`src/rtl/vliw_pkg.sv`:
```
// Shared types and sizes for the VLIW front end.
package vliw_pkg;

  localparam int BUNDLE_W         = 128;
  localparam int SLOT_W           = 32;
  localparam int SLOTS_PER_BUNDLE = 4;
  localparam int BUNDLE_BYTES     = 16;

  typedef enum logic [1:0] {
    IDLE,
    FETCH,
    HALTED
  } fetch_state_t;

  typedef struct packed {
    logic [31:0]         pc;
    logic [BUNDLE_W-1:0] bundle;
  } bundle_entry_t;

  // Redirect targets are word aligned; the low two bits are dropped.
  function automatic logic [31:0] align_pc(input logic [31:0] pc);
    return {pc[31:2], 2'b00};
  endfunction

endpackage

```
`src/rtl/bundle_fifo.sv`:
```
// Synchronous FIFO of fetched bundles; flush overrides push and pop.
module bundle_fifo
  import vliw_pkg::*;
#(
  parameter  int DEPTH = 2,
  localparam int AW    = $clog2(DEPTH)
) (
  input  logic          clk,
  input  logic          rst_n,
  input  logic          push,
  input  logic          pop,
  input  logic          flush,
  input  bundle_entry_t wdata,
  output logic          full,
  output logic          empty,
  output bundle_entry_t head,
  output logic [AW:0]   count
);

  bundle_entry_t r_mem [DEPTH];
  logic [AW-1:0] r_rd_ptr;
  logic [AW-1:0] r_wr_ptr;
  logic [AW:0]   r_count;
  logic          w_push;
  logic          w_pop;

  assign full  = (r_count == (AW+1)'(DEPTH));
  assign empty = (r_count == '0);
  assign count = r_count;
  assign head  = r_mem[r_rd_ptr];

  // Full plus pop frees the head slot in the same edge, so a push is legal.
  assign w_pop  = pop && !empty;
  assign w_push = push && (!full || w_pop);

  always_ff @(posedge clk) begin
    if (!rst_n || flush) begin
      r_rd_ptr <= '0;
      r_wr_ptr <= '0;
      r_count  <= '0;
    end else begin
      if (w_push) r_wr_ptr <= r_wr_ptr + 1'b1;
      if (w_pop)  r_rd_ptr <= r_rd_ptr + 1'b1;
      case ({w_push, w_pop})
        2'b10:   r_count <= r_count + 1'b1;
        2'b01:   r_count <= r_count - 1'b1;
        default: r_count <= r_count;
      endcase
    end
  end

  always_ff @(posedge clk) begin
    if (rst_n && !flush && w_push) r_mem[r_wr_ptr] <= wdata;
  end

endmodule

```
`src/rtl/fetch_unit.sv`:
```
// Instruction fetch: PC sequencing, IDLE/FETCH/HALTED control, bundle buffering.
module fetch_unit
  import vliw_pkg::*;
#(
  parameter logic [31:0] RESET_PC   = 32'h0000_0000,
  parameter int          FIFO_DEPTH = 2,
  parameter int          INIT_WAIT  = 1
) (
  input  logic                clk,
  input  logic                rst_n,
  output logic [31:0]         mem_pc_out,
  input  logic [BUNDLE_W-1:0] mem_bundle_in,
  output logic                bundle_valid,
  input  logic                bundle_ready,
  output logic [BUNDLE_W-1:0] bundle_out,
  output logic [31:0]         bundle_pc,
  input  logic                redirect_valid,
  input  logic [31:0]         redirect_pc,
  input  logic                halt_req,
  output logic                halted,
  output logic [31:0]         fetch_count
);

  localparam int CW = $clog2(FIFO_DEPTH) + 1;

  fetch_state_t  r_state;
  logic [31:0]   r_fetch_pc;
  logic [31:0]   r_fetch_count;
  logic [31:0]   r_idle_cnt;
  logic          w_push;
  logic          w_pop;
  logic          w_full;
  logic          w_empty;
  logic [CW-1:0] w_count;
  bundle_entry_t w_head;
  bundle_entry_t w_wdata;
  logic          w_unused_lsb;

  assign w_unused_lsb = ^redirect_pc[1:0];

  assign mem_pc_out   = r_fetch_pc;
  assign bundle_valid = (w_count != '0);
  assign bundle_out   = w_head.bundle;
  assign bundle_pc    = w_head.pc;
  assign halted       = (r_state == HALTED);
  assign fetch_count  = r_fetch_count;

  assign w_pop   = !w_empty && bundle_ready;
  assign w_push  = (r_state == FETCH) && !redirect_valid && !halt_req && (!w_full || w_pop);
  assign w_wdata = '{pc: r_fetch_pc, bundle: mem_bundle_in};

  // Redirect outranks everything: PC load here, FIFO flush via the flush port.
  always_ff @(posedge clk) begin
    if (!rst_n) begin
      r_state       <= IDLE;
      r_fetch_pc    <= RESET_PC;
      r_fetch_count <= '0;
      r_idle_cnt    <= '0;
    end else begin
      if (redirect_valid)  r_fetch_pc <= align_pc(redirect_pc);
      else if (w_push)     r_fetch_pc <= r_fetch_pc + 32'(BUNDLE_BYTES);
      if (w_push) r_fetch_count <= r_fetch_count + 32'd1;

      case (r_state)
        IDLE: begin
          if ((r_idle_cnt + 32'd1) >= 32'(INIT_WAIT)) r_state <= FETCH;
          else r_idle_cnt <= r_idle_cnt + 32'd1;
        end
        FETCH: begin
          if (halt_req) r_state <= HALTED;
        end
        HALTED: begin
          if (redirect_valid && !halt_req) r_state <= FETCH;
        end
        default: r_state <= IDLE;
      endcase
    end
  end

  bundle_fifo #(.DEPTH(FIFO_DEPTH)) u_fifo (
    .clk   (clk),
    .rst_n (rst_n),
    .push  (w_push),
    .pop   (w_pop),
    .flush (redirect_valid),
    .wdata (w_wdata),
    .full  (w_full),
    .empty (w_empty),
    .head  (w_head),
    .count (w_count)
  );

endmodule

```
`config.mk`:
```
export PLATFORM = sky130hd
export DESIGN_NAME = fetch_unit
export DESIGN_NICKNAME = d
export VERILOG_FILES = /design/src/rtl/vliw_pkg.sv /design/src/rtl/bundle_fifo.sv /design/src/rtl/fetch_unit.sv
export SDC_FILE = /design/constraint.sdc
export NUM_CORES = 1
export LEC_CHECK = 0
export CAP_MARGIN = 20
export CORE_ASPECT_RATIO = 1.75
export CORE_UTILIZATION = 45
export CTS_BUF_LIST = sky130_fd_sc_hd__clkbuf_2 sky130_fd_sc_hd__clkbuf_4 sky130_fd_sc_hd__clkbuf_8
export DETAILED_ROUTE_END_ITERATION = 7
export PLACE_DENSITY_LB_ADDON = 0.25
export SLEW_MARGIN = 10
export SYNTH_ARGS = -nofsm -noshare
export SYNTH_HDL_FRONTEND = slang
export SYNTH_SLANG_ARGS = --single-unit
```
`constraint.sdc`:
```
create_clock -name clk -period 37.8 [get_ports clk]
set_clock_uncertainty 0.15 [all_clocks]
set_input_delay 7.56 -clock clk [delete_from_list [all_inputs] [get_ports clk]]
set_output_delay 7.56 -clock clk [all_outputs]
set_load 0.1 [all_outputs]
```
==> impl_results.md, run 1 <==
- Outcome: finished, final reports clean
- Worst hold path class: reg -> reg
- Ys Warns: 0
- Placement Cell Area: 20,700 sq um
- Data required, critical path: 30.09 ns
- CTS root buf: clkbuf_8
- Hold Path Stages: 0
- Mapped cell area: 16,400 sq um
- IO Port Bufs: 384
- Clock sinks: 417
- Crit-path max FO: 62
- Setup TNS: 0 ns
- Synth Register Bits: 417
- FMAX: 0.0876 GHz
- Critical Path End: bundle_out[98]
- Final core occ: 60.9%
- Cell row count: 92
- DRC viols: 0
- Cell count after synthesis: 1,075
- Die W: 146 um
- Post-cts sizing count: 0
- Post-CTS setup buffers: 0
- Syn-to-layout area delta: 33.4%
- Share of post-route cells with drive strength above 1: 19.3%
- I/O pins: 391
- TritonCTS Buffers: 57
- Via count: 10.2k
- Tot GR Track Use: 20.4%
- Hpwl dp: 26,400 um
- Final layout net count: 1,658
- Initial Util: 45.6%
- Pre-CTS WS: 26.65 ns
- Fin. Hold Viols: 0
- Most frequent cells in the layout: clkdlybuf4s50_1 (383), edfxtp_1 (316), mux2_2 (158)
- Core Footprint: 35,900 sq um
- Design Area, Final: 21,900 sq um
- Maximum vdd drop: 0.0316 mV
- Hold slack: 0.333 ns
- Post-synthesis cell type count: 59
- Post-synthesis sequential area ratio: 70.3%
- GP Congestion: 0.833
- Ys async rst share: 0%
- Layout fillers: 2,796
- Min Clock Period, post-route: 11.42 ns
- Clock latency on the worst-skew pair: 0.60 ns
- HP Start: mem_pc_out[3]$_SDFFE_PN0P_
- Reg2Reg Capture Point: u_fifo.r_mem[1][145]$_DFFE_PP_
- Clock buffer depth: 3
- Setup CP Type: reg -> out
- Max_cap viols: 0
- Commonest non-fill, non-tap cell in the layout: clkdlybuf4s50_1
- FF-to-FF path depth: 4
- Worst Tran Pin Value: 1.11 ns
- Final Worst Setup Slack: 26.38 ns
- Slew HR: 25.7%
- Top FF cell, synth: edfxtp_1
- Number of enable flip-flop cells after synthesis: 316
- Power per Cell Area: 42.5 nW/um^2
- DIE HEIGHT: 254 um
- Drt first-iter violations: 460
- Arr. time, crit path: 3.71 ns
- Vias per cell: 5.08
- Setup crit start kind: flip-flop
- Leakage Power: 0.00737 uW
- Largest net degree at the start of global routing: 159
- Drt pass-1 iters: 4
- Hold buffers post-CTS: 0
- Vias in the first global route: 10.3k
- Post-Route WL: 38,800 um
- Clock-pin slew of the registers on the worst-case setup and hold paths: 0.07 ns
- Slew Viols, Final: 0
- Routed WL per cell: 19.3 um
- First-pass GRT wire length: 58,000 um
- GRT overflow: 0
- Final ANT Viol Nets: 0
- CTS tree: done
- Final Setup Violations: 0
- Avg Inst Size Synth: 15.2 sq um
- Die area: 37,200 sq um
- Unrepaired setup endpoints after global routing: no
- Critical Path End Type: primary output
- Final Cycle Share: 30.2%
- # H-tree levels: 2
- Worst reg2reg setup slack: 34.30 ns
- Initial antenna violation count: 6
- Worst R2R Start: r_state[0]$_SDFFE_PN0P_
==> stage by stage <==
| stage | instances | power (uW) |
|---|---|---|
| after global routing | 2010 | 960 |
| after detailed placement | 1898 | 597 |
| final | 2010 | 928 |
| after CTS | 2005 | 939 |
| after floorplan | 1078 | 565 |
| after global placement | 1898 | 595 |
==> area by class of cell <==
type	count	area [sq um]	area share [%]
Antenna cell	5	12.5	0.0572
Inverter	13	48.8	0.223
Timing Repair Buffer	393	3920	17.9
Sequential cell	417	11500	52.7
Clock buffer	76	940	4.30
Tap cell	470	588	2.69
Multi-Input combinational cell	605	4640	21.2
Clock inverter	31	200	0.916
==> cells by family after synthesis <==
| family | Yosys count | share of synthesized area, % |
|---|---|---|
| buffers and inverters | 56 | 1.57 |
| other | 1 | 0.0229 |
| xor gates and xnor gates | 66 | 3.53 |
| AOI/OAI and AO/OA | 62 | 2.63 |
| adders and majority gates | 6 | 0.458 |
| DFF | 417 | 70.3 |
| and+or+nand+nor | 296 | 9.89 |
| muxes | 171 | 11.7 |
==> critical path, cell delays in order, from the launching register on <==
cell and delay, ns:
dfxtp_4 0.75, buf_4 0.76, mux2_2 0.31, clkdlybuf4s50_1 1.19
==> metal layers <==
layer | vias up | GRT usage (%) | wire [um]
met5 | - | 0 | 13
met4 | 2 | 9.58 | 1440
met3 | 78 | 4.03 | 2400
met2 | 356 | 37.9 | 20700
met1 | 4954 | 22.2 | 14300
li1 | 4828 | - | -
==> Yosys cell counts (22+ instances only) <==
| cell type | instances | area, sq um |
|---|---|---|
| a21oi_1 | 22 | 110 |
| and2_1 | 22 | 138 |
| clkbuf_1 | 25 | 93.8 |
| dfxtp_1 | 101 | 2020 |
| edfxtp_1 | 316 | 9490 |
| mux2_2 | 158 | 1780 |
| nand2_1 | 34 | 128 |
| nand3_1 | 32 | 160 |
| nor2_1 | 87 | 327 |
| nor3_1 | 22 | 110 |
| xnor2_1 | 33 | 289 |
| xor2_1 | 33 | 289 |
==> where the power goes <==
part | switching (uW) | internal (uW)
Sequential | 4.74 | 498
Clock | 165 | 177
Combinational | 55.1 | 29.0
==> registers in the layout, indices dropped and copies added, names as in the netlist, named ones only <==
| register | cells |
|---|---|
| r_state | 2 |
| mem_pc_out | 30 |
| fetch_count | 32 |
| r_idle_cnt | 32 |
| u_fifo.r_rd_ptr | 1 |
| u_fifo.r_mem | 316 |
| u_fifo.r_wr_ptr | 1 |
| u_fifo.count | 2 |
==> how the worst min path moves through the flow <==
stage | to | slack (ns)
3_5_place_dp | u_fifo.r_mem[0][131]$_DFFE_PP_ | 0.32
3_3_place_gp | u_fifo.r_mem[1][131]$_DFFE_PP_ | 0.31
6_report | u_fifo.r_mem[0][131]$_DFFE_PP_ | 0.33
4_1_cts | u_fifo.r_mem[0][131]$_DFFE_PP_ | 0.33
2_1_floorplan | u_fifo.count[1]$_SDFFE_PP0P_ | 0.32
5_1_grt | u_fifo.r_mem[0][131]$_DFFE_PP_ | 0.35
(Power assumes the default switching activity.)
==> run 2: changes to the inputs <==
Clock period 37.8 ns to 12 ns, I/O delays scaled along.
==> run 2 against run 1 <==
Cell count rose by 0.20%. Flip-flop and latch count did not move. Critical path depth did not move. Global-route usage rose by 0.16 points. Clock-buffer cell count rose by 7. Cell area rose by 0.19%. Power rose to 3.2 times the previous value. Combinational power rose to 3.2 times the previous value. Core utilization rose by 0.12 points. Largest cell class unchanged. Highest routed layer is now met4.
==> impl_results.md, run 2 (synthesis results as in run 1) <==
- Worst R2R Start: r_state[0]$_SDFFE_PN0P_
- Hold endpoint: u_fifo.r_mem[0][159]$_DFFE_PP_
- Tot GR Track Use: 20.6%
- I/O pins: 391
- Setup CP Type: reg -> out
- Sequential share of power: 53.7%
- Core Footprint: 35,900 sq um
- TritonCTS Buffers: 58
- Min Clock Period, post-route: 6.44 ns
- Reg2Reg Capture Point: u_fifo.r_mem[1][153]$_DFFE_PP_
- Syn-to-layout area delta: 33.7%
- Delay-heaviest family, CP: buffers and inverters
- Worst reg2reg setup slack: 7.91 ns
- Initial antenna violation count: 9
- Comb power frac: 9.0%
- Setup crit start kind: flip-flop
- Power per Cell Area: 134 nW/um^2
- Design Area, Final: 21,900 sq um
- Setup TNS: 0 ns
- Pre-CTS WS: 5.31 ns
- Pwr Total: 2950 uW
- Final layout net count: 1,660
- Hpwl dp: 27,100 um
- Hold Path Stages: 0
- Critical-path cell list: buf_4, mux2_2, clkdlybuf4s50_1
- GP Congestion: 0.852
- Clock-pin slew of the registers on the worst-case setup and hold paths: 0.06 ns
- Most frequent cells in the layout: clkdlybuf4s50_1 (383), edfxtp_1 (316), mux2_2 (158)
- Commonest non-fill, non-tap cell in the layout: clkdlybuf4s50_1
- CTS root buf: clkbuf_8
- Crit-path slowest cell: clkdlybuf4s50_1
- Worst hold path class: reg -> reg
- Initial Util: 45.6%
- NetSw: 702 uW
- DIE HEIGHT: 254 um
- GRT overflow: 0
- Slew Viols, Final: 0
- Vias in the first global route: 10.2k
- Post-CTS setup buffers: 0
- First-pass GRT wire length: 58,200 um
- Data required, critical path: 9.45 ns
- FMAX: 0.155 GHz
- Post-cts sizing count: 0
- Sw frac: 23.8%
- Largest net degree at the start of global routing: 76
- Largest register FFs: 316
- Final Worst Setup Slack: 5.56 ns
- Clock latency on the worst-skew pair: 0.61 ns
- Die area: 37,200 sq um
- Share of post-route cells with drive strength above 1: 19.4%
- Routed WL per cell: 19.6 um
- Placement Cell Area: 20,700 sq um
- Clock buffer depth: 3
- CTS tree: done
- Worst Tran Pin Value: 1.11 ns
- FF-to-FF path depth: 5
- Hold buffers post-CTS: 0
- Post-Route WL: 39,400 um
- Crit-path max FO: 75
- IO Port Bufs: 384
- Slew HR: 25.5%
- # H-tree levels: 2
- Maximum vdd drop: 0.138 mV
- Drt pass-1 iters: 5
- WP buf/inv: 2
- Via count: 10.3k
- Internal: 2240 uW
- Unrepaired setup endpoints after global routing: no
- Final ANT Viol Nets: 0
- Outcome: finished, final reports clean
- Final Cycle Share: 53.7%
- Final Setup Violations: 0
- HP Start: mem_pc_out[31]$_SDFFE_PN0P_
- Clock sinks: 417
- Clock power share: 37.3%
- Leakage Power: 0.00738 uW
- Hold slack: 0.350 ns
- Arr. time, crit path: 3.89 ns
- Crit-path max cell delay: 1.21 ns
- Vias per cell: 5.13
- Max_cap viols: 0
- Cell row count: 92
- Drt first-iter violations: 541
- Fin. Hold Viols: 0
- DRC viols: 0
- Die W: 146 um
- Critical Path End Type: primary output
- Largest Register: u_fifo.r_mem
-- run 2: how the worst max path moves through the flow --
| stage | start | end | slack, ns | cells after the start |
|---|---|---|---|---|
| after floorplan | halt_req | u_fifo.r_mem[0][0]$_DFFE_PP_ | 1.90 | 4 |
| after global placement | halt_req | u_fifo.r_mem[1][100]$_DFFE_PP_ | 5.33 | 6 |
| after detailed placement | halt_req | u_fifo.r_mem[1][106]$_DFFE_PP_ | 5.31 | 6 |
| after CTS | flip-flop | bundle_pc[29] | 5.43 | 3 |
| after global routing | flip-flop | bundle_pc[22] | 5.40 | 3 |
| final | flip-flop | bundle_pc[22] | 5.56 | 3 |
-- run 2: layer usage --
metal / up-vias / global-route usage [%] / routed length [um]
met1: 5026 / 22.8 / 14700
li1: 4839 / - / -
met4: 0 / 10.7 / 1500
met3: 93 / 4.42 / 2370
met2: 366 / 36.9 / 20900
met5: - / 0 / 0
-- run 2: cell type report --
class                      instances  area [sq um]
fill                            2800         14000
sequential                       417         11500
multi-input combinational        605          4640
timing repair buffer             394          3910
clock buffer                      83          1010
tap                              470           588
clock inverter                    22           158
inverter                          13          48.8
antenna                           10          25.0
-- run 2: power by group through the flow --
stage | Combinational [uW] | Sequential [uW] | Clock [uW]
floorplan | 121 | 1660 | 0
finish | 265 | 1580 | 1100
detailed placement | 266 | 1610 | 0
global route | 276 | 1580 | 1190
global placement | 262 | 1610 | 0
CTS | 267 | 1580 | 1130
-- run 2: worst register-to-register path, delay by kind of cell, from the launching register on --
family	cells	cell delay, ns
buffers and inverters	2	1.51
and+or+nand+nor	3	1.58
DFF	1	0.41
-- run 2: per-stage QoR --
step                      cells  util, %
after floorplan            1078        -
after global placement     1899     57.7
after detailed placement   1899     57.7
after CTS                  2004     60.9
after global routing       2012     61.0
final                      2014     61.0
==> run 3: changes to the inputs <==
Clock period 12 ns to 6.4 ns, I/O delays scaled along.
==> run 3 against run 2 <==
First-iteration DRC count is 4.4% higher. Cell area is 0.23% higher. Wire length down 0.84%. Via count fell by 0.93%. Cell count is 0.45% lower. Register-to-register slack got worse by 5.0 ns. Worst hold slack lost 0.0034 ns. Die area is the same. Largest cell class unchanged.
==> impl_results.md, run 3 (synthesis results as in run 1) <==
- Largest register FFs: 316
- Arr. time, crit path: 3.42 ns
- Post-Route WL: 39,100 um
- TritonCTS Buffers: 58
- Maximum vdd drop: 0.156 mV
- Critical-path cell list: buf_12, mux2_2, clkdlybuf4s50_1
- Post-cts sizing count: 0
- Largest net degree at the start of global routing: 103
- Clock sinks: 417
- Share of post-route cells with drive strength above 1: 19.8%
- First-pass GRT wire length: 58,600 um
- FMAX: 0.206 GHz
- Routed WL per cell: 19.5 um
- Data required, critical path: 4.97 ns
- Syn-to-layout area delta: 34.0%
- Hold buffers post-CTS: 0
- Initial antenna violation count: 1
- Initial Util: 45.6%
- DIE HEIGHT: 254 um
- CTS tree: done
- Setup crit start kind: flip-flop
- Fin. Hold Viols: 0
- DRC viols: 0
- IO Port Bufs: 384
- I/O pins: 391
- Vias in the first global route: 10.3k
- Tot GR Track Use: 20.6%
- GRT overflow: 0
- Crit-path max FO: 67
- Crit-path max cell delay: 1.19 ns
- Layout fillers: 2,820
- Die W: 146 um
- Setup CP Type: reg -> out
- Drt pass-1 iters: 4
- Hpwl dp: 26,900 um
- Via count: 10.2k
- Crit-path slowest cell: clkdlybuf4s50_1
- CTS root buf: clkbuf_8
- Final ANT Viol Nets: 0
- Max_cap viols: 0
- Final Cycle Share: 75.9%
- GP Congestion: 0.852
- Leakage Power: 0.00741 uW
- Power per Cell Area: 253 nW/um^2
- Final Setup Violations: 0
- Largest Register: u_fifo.r_mem
- Core Footprint: 35,900 sq um
- Final layout net count: 1,658
- Min Clock Period, post-route: 4.85 ns
- Vias per cell: 5.10
- Most frequent cells in the layout: clkdlybuf4s50_1 (383), edfxtp_1 (316), mux2_2 (158)
- Critical Path End Type: primary output
- Hold slack: 0.346 ns
- Post-CTS setup buffers: 0
- Cell row count: 92
- Slew Viols, Final: 0
- Drt first-iter violations: 565
- Slew HR: 26.9%
- Fin cells: 2,005
- Commonest non-fill, non-tap cell in the layout: clkdlybuf4s50_1
- Clock buffer depth: 3
- Unrepaired setup endpoints after global routing: no
- Outcome: finished, final reports clean
- Placed insts: 1,897
- Die area: 37,200 sq um
- Final core occ: 61.1%
- # H-tree levels: 2
- Clock latency on the worst-skew pair: 0.60 ns
- Worst hold path class: reg -> reg
- Clock-pin slew of the registers on the worst-case setup and hold paths: 0.07 ns
- Worst Tran Pin Value: 1.09 ns
## run 3: cell count changes in the layout (fill, tap and decap cells not counted), sizes merged
cell	before	now
diode	10	2
clkbuf	83	88
clkinv	19	14
buf	11	9
inv	13	15
clkinvlp	1	0
## run 3: power by group
group / internal [uW] / switching (uW)
Combinational: 172 / 327
Sequential: 2940 / 27.6
Clock: 1130 / 955
Total: 4250 / 1310
## run 3: layout make-up
cell class	instances	area [sq um]	share of cell area [%]
clock buffers	88	1050	4.80
diodes	2	5.00	0.0228
clock inverters	18	141	0.644
well taps	470	588	2.68
repair buffers	392	3950	18.0
flip-flops and latches	417	11500	52.4
multi-input cells	605	4650	21.2
inverters	13	48.8	0.222
## run 3: final timing paths
kind	startpoint	end	slack, ns	cells past startpoint
worst max-delay path	flip-flop	bundle_pc[27]	1.55	3
worst min register to register	fetch_count[1]$_SDFFE_PN0P_	fetch_count[1]$_SDFFE_PN0P_	0.35	2
worst min-delay path	fetch_count[1]$_SDFFE_PN0P_	fetch_count[1]$_SDFFE_PN0P_	0.35	2
worst max register to register	r_idle_cnt[1]$_SDFFE_PN0P_	r_idle_cnt[11]$_SDFFE_PN0P_	2.93	8
## run 3: critical path, delay by kind of cell, from the launching register on
family | cells | cell delay [ns]
buffers and inverters | 2 | 1.57
flip-flops | 1 | 1.02
multiplexers | 1 | 0.21
## run 3: through the flow
step / worst slack [ns] / setup TNS, ns / power, uW / instance area [sq um]
2_1_floorplan: -0.0681 / -10.76 / 3330 / 16400
3_3_place_gp: 2.03 / 0 / 3520 / 20800
3_5_place_dp: 2.02 / 0 / 3530 / 20800
4_1_cts: 1.40 / 0 / 5630 / 21900
5_1_grt: 1.36 / 0 / 5760 / 22000
6_report: 1.55 / 0 / 5560 / 22000
## run 3: per-layer routing
layer | vias up | wire (um) | GRT usage [%] | share of wire [%]
li1 | 4816 | - | - | -
met1 | 4962 | 14700 | 23.1 | 38
met2 | 357 | 20800 | 38.0 | 53
met3 | 93 | 2240 | 4.06 | 5.7
met4 | 0 | 1380 | 8.81 | 3.5
met5 | - | 0 | 0 | 0
==> RTL change 1 (flow settings as in run 3) <==
`FIFO_DEPTH`: 2 -> 4.
--- a/src/rtl/fetch_unit.sv
+++ b/src/rtl/fetch_unit.sv
@@ -4,5 +4,5 @@
 #(
   parameter logic [31:0] RESET_PC   = 32'h0000_0000,
-  parameter int          FIFO_DEPTH = 2,
+  parameter int          FIFO_DEPTH = 4,
   parameter int          INIT_WAIT  = 1
 ) (
Behaviour: same outputs for any inputs over 4 cycles, from zero or initial values and one cycle with rst_n low; that may be too few to reach the edited logic, so the function may still have changed.
==> RTL change 1 against run 3 <==
- utilization down 3.8 points
- via count increased by 44%
- worst setup slack worse by 140 ps
- register-to-register slack better by 90 ps
- critical endpoint is now bundle_pc[23]
- power grew 77%
- final area grew 60%
- largest cell class unchanged
- sequential cell count is 320 higher
- synthesized area increased by 69%
- routed wire length up 55%
==> RTL change 1: results (changes against run 3) <==
Min path
The beginning of the worst hold path is r_idle_cnt[31] (was fetch_count[1]). The cell depth of the worst min-delay path is 1 (was 2).

Timing
The upper clock frequency limit came to 200 MHz (was 206 MHz). The final-layout worst hold slack is 353 ps (was 346 ps).

Yosys
The number of enable-type register cells in the synthesized netlist is 632 (was 316). Synth top cells by count: edfxtp_1 (632), mux4_2 (158), dfxtp_1 (105) (was edfxtp_1 (316), mux2_2 (158), dfxtp_1 (101)). The portion of the post-synthesis area used by sequential elements is 76.0% (was 70.3%). The cell count after synthesis is 1,417 (was 1,075).

Placement
The half-perimeter wire length after placement is 38,600 um (was 26,900 um). The final weighted congestion in routability-driven placement was 0.814 (was 0.852). The instance count after placement with tap cells included is 2,560 (was 1,897).

Critical path
The slack of the worst reg-to-reg path is 3020 ps (was 2930 ps). The highest cell delay on the worst timing path is 1020 ps (was 1190 ps). The launch point of the worst reg-to-reg path is u_fifo.count[0] (was r_idle_cnt[1]).

The capture point of the worst reg-to-reg path is u_fifo.count[2] (was r_idle_cnt[11]). The length in cells of the worst reg-to-reg path is 10 (was 8).

Status
Status: finished clean (unchanged).

Global route
The global routing usage summed across all routing layers is 19.6% (was 20.6%). The largest net degree at the start of global routing was 73 (was 103).

Power and ir drop
The combinational gate power is 555 uW (was 499 uW). The maximum ir drop on the vdd rail is 0.182 mV (was 0.156 mV). The clock-net power is 4.00 mW (was 2.09 mW).

Drt
The total via count in the routed design is 14,700 (was 10,200). The wire length reported by the detailed router is 60,500 um (was 39,100 um).

Clocking
The insertion delay to the later sink of the worst-skew pair was 690 ps (was 600 ps).

Layout
The layout cell share with drive strength beyond 1 is 19.3% (was 19.8%). The flip-flop count of the largest register after layout is 632 (was 316).
==> RTL change 1: routing by layer <==
metal | track usage (%) | vias up | share of wire [%]
li1 | - | 6618 | -
met1 | 22.7 | 7491 | 38
met2 | 34.0 | 481 | 52
met3 | 5.51 | 113 | 7.1
met4 | 8.19 | 6 | 2.9
met5 | 0 | - | 0.073
==> RTL change 1: cells by family after synthesis <==
logic type	after synthesis	share of synthesized area (%)
flops	737	76.0
buf+inv	77	1.18
simple gates	272	5.13
compound gates	85	1.93
other cells	1	0.0135
fa+ha+maj	11	0.523
mux	164	13.0
xor+xnor	70	2.21
==> RTL change 1: cell type report <==
| class | instances | area (sq um) |
|---|---|---|
| antenna | 2 | 5.00 |
| inverter | 17 | 63.8 |
| sequential | 737 | 21100 |
| fill | 4623 | 26100 |
| clock inverter | 69 | 676 |
| clock buffer | 127 | 1640 |
| multi-input combinational | 606 | 6370 |
| tap | 793 | 992 |
| timing repair buffer | 409 | 4180 |
==> RTL change 2 (flow settings as in run 3) <==
Without the edit above. Reset style: asynchronous (`rst_n`), changed in one clocked block.
--- a/src/rtl/fetch_unit.sv
+++ b/src/rtl/fetch_unit.sv
@@ -51,5 +51,5 @@
 
   // Redirect outranks everything: PC load here, FIFO flush via the flush port.
-  always_ff @(posedge clk) begin
+  always_ff @(posedge clk or negedge rst_n) begin
     if (!rst_n) begin
       r_state       <= IDLE;
Behaviour: differs if rst_n is asserted again (counterexample within 4 cycles, from zero or initial values and one cycle with rst_n low); with rst_n held inactive, the same outputs for 4 cycles.
==> RTL change 2 against run 3 <==
- synthesized cell count fell by 6.3%
- worst setup slack got worse by 2.2 ps
- final area barely moved
- sequential cell count did not move
- routed wire length fell by 3.5%
- final cell count fell by 2.7%
- utilization barely moved
- global-route usage fell by 0.88 points
- synthesized area barely moved
Power is not compared: it rests on default switching activity, and its combinational part moved more than twofold at a synthesized area within 25%.
==> RTL change 2: results (changes against run 3) <==
Yosys
Dominant cells by area after synthesis: edfxtp_1 (58%), dfrtp_1 (15%), mux2_2 (11%), xor2_1 (1.9%), xnor2_1 (1.8%) (was edfxtp_1 (58%), dfxtp_1 (12%), mux2_2 (11%), nor2_1 (2.0%), xnor2_1 (1.8%)). The share of synthesized flip-flops with an asynchronous set or reset was 23.0% (was 0%). Synth top cells by count: edfxtp_1 (316), mux2_2 (163), dfrtp_1 (96) (was edfxtp_1 (316), mux2_2 (158), dfxtp_1 (101)). The cell area after synthesis is 16,400 sq um (about the same).

Drt
The wire length on met1 is 14,000 um (was 14,700 um). The wire length per cell is 19.3 um (was 19.5 um). The per-cell via count in the routed design is 5.06 (was 5.10). The wire length on met2 is 20,500 um (was 20,800 um).

Layout
The multi-input gate count is 549 (was 605). The multi-input logic area was 4220 sq um (was 4650 sq um). The non-clock buffer contribution to total cell area is 18.1% (was 18.0%).

The non-clock buffer total of the final layout is 395 (was 392).

Global route
The global routing usage summed across all routing layers is 19.8% (was 20.6%). The global-route wire length before repair came to 56,200 um (was 58,600 um). The met2 track demand over resource is 36.7% (was 38.0%). The number of global-route vias before repair is 9,933 (was 10,300).

Min path
The beginning of the worst hold path is fetch_count[31] (was fetch_count[1]). The sink of the worst hold path is fetch_count[31] (was fetch_count[1]).

Status
Status: finished clean (unchanged).

Critical path
The capture point of the worst reg-to-reg path was r_idle_cnt[1] (was r_idle_cnt[11]). The maximum fanout along the worst path is 46 (was 67). The data arrival time of the worst path is 3430 ps (was 3420 ps).

Placement
The instance count after placement with tap cells included is 1,840 (was 1,897). The pre-CTS setup slack is 2090 ps (was 2020 ps).

Timing
The final-layout worst hold slack is 321 ps (was 346 ps). The headroom to the max-slew limit is 27.4% (was 26.9%). The shortest period the worst path allows is 4860 ps (was 4850 ps).
[RTL change 2: cell count changes in the layout (fill, tap and decap cells not counted), sizes merged, moves of 7 or more]
cell and change:
a21oi -16, clkbuf -15, clkinv +17, dfrtp +96, dfxtp -96, mux2i -10
nand2 +37, nor2 -53, nor3 -12, o21a -7, o21ai +26, or3 -7
[RTL change 2: cell families after synthesis]
| logic type | after synthesis | share of synthesized area, % |
|---|---|---|
| buf+inv | 44 | 1.30 |
| fa+ha+maj | 5 | 0.381 |
| flops | 417 | 73.1 |
| other cells | 1 | 0.0229 |
| mux | 166 | 11.4 |
| simple gates | 250 | 8.18 |
| compound gates | 55 | 1.94 |
| xor+xnor | 69 | 3.68 |
[RTL change 2: power groups by stage]
stage,Sequential (mW),Clock [mW],Combinational (mW)
after floorplan,3.42,0,0.643
after global placement,3.18,0,1.27
after detailed placement,3.18,0,1.27
after CTS,3.13,2.06,1.28
after global routing,3.14,2.16,1.31
final,3.13,1.99,1.27
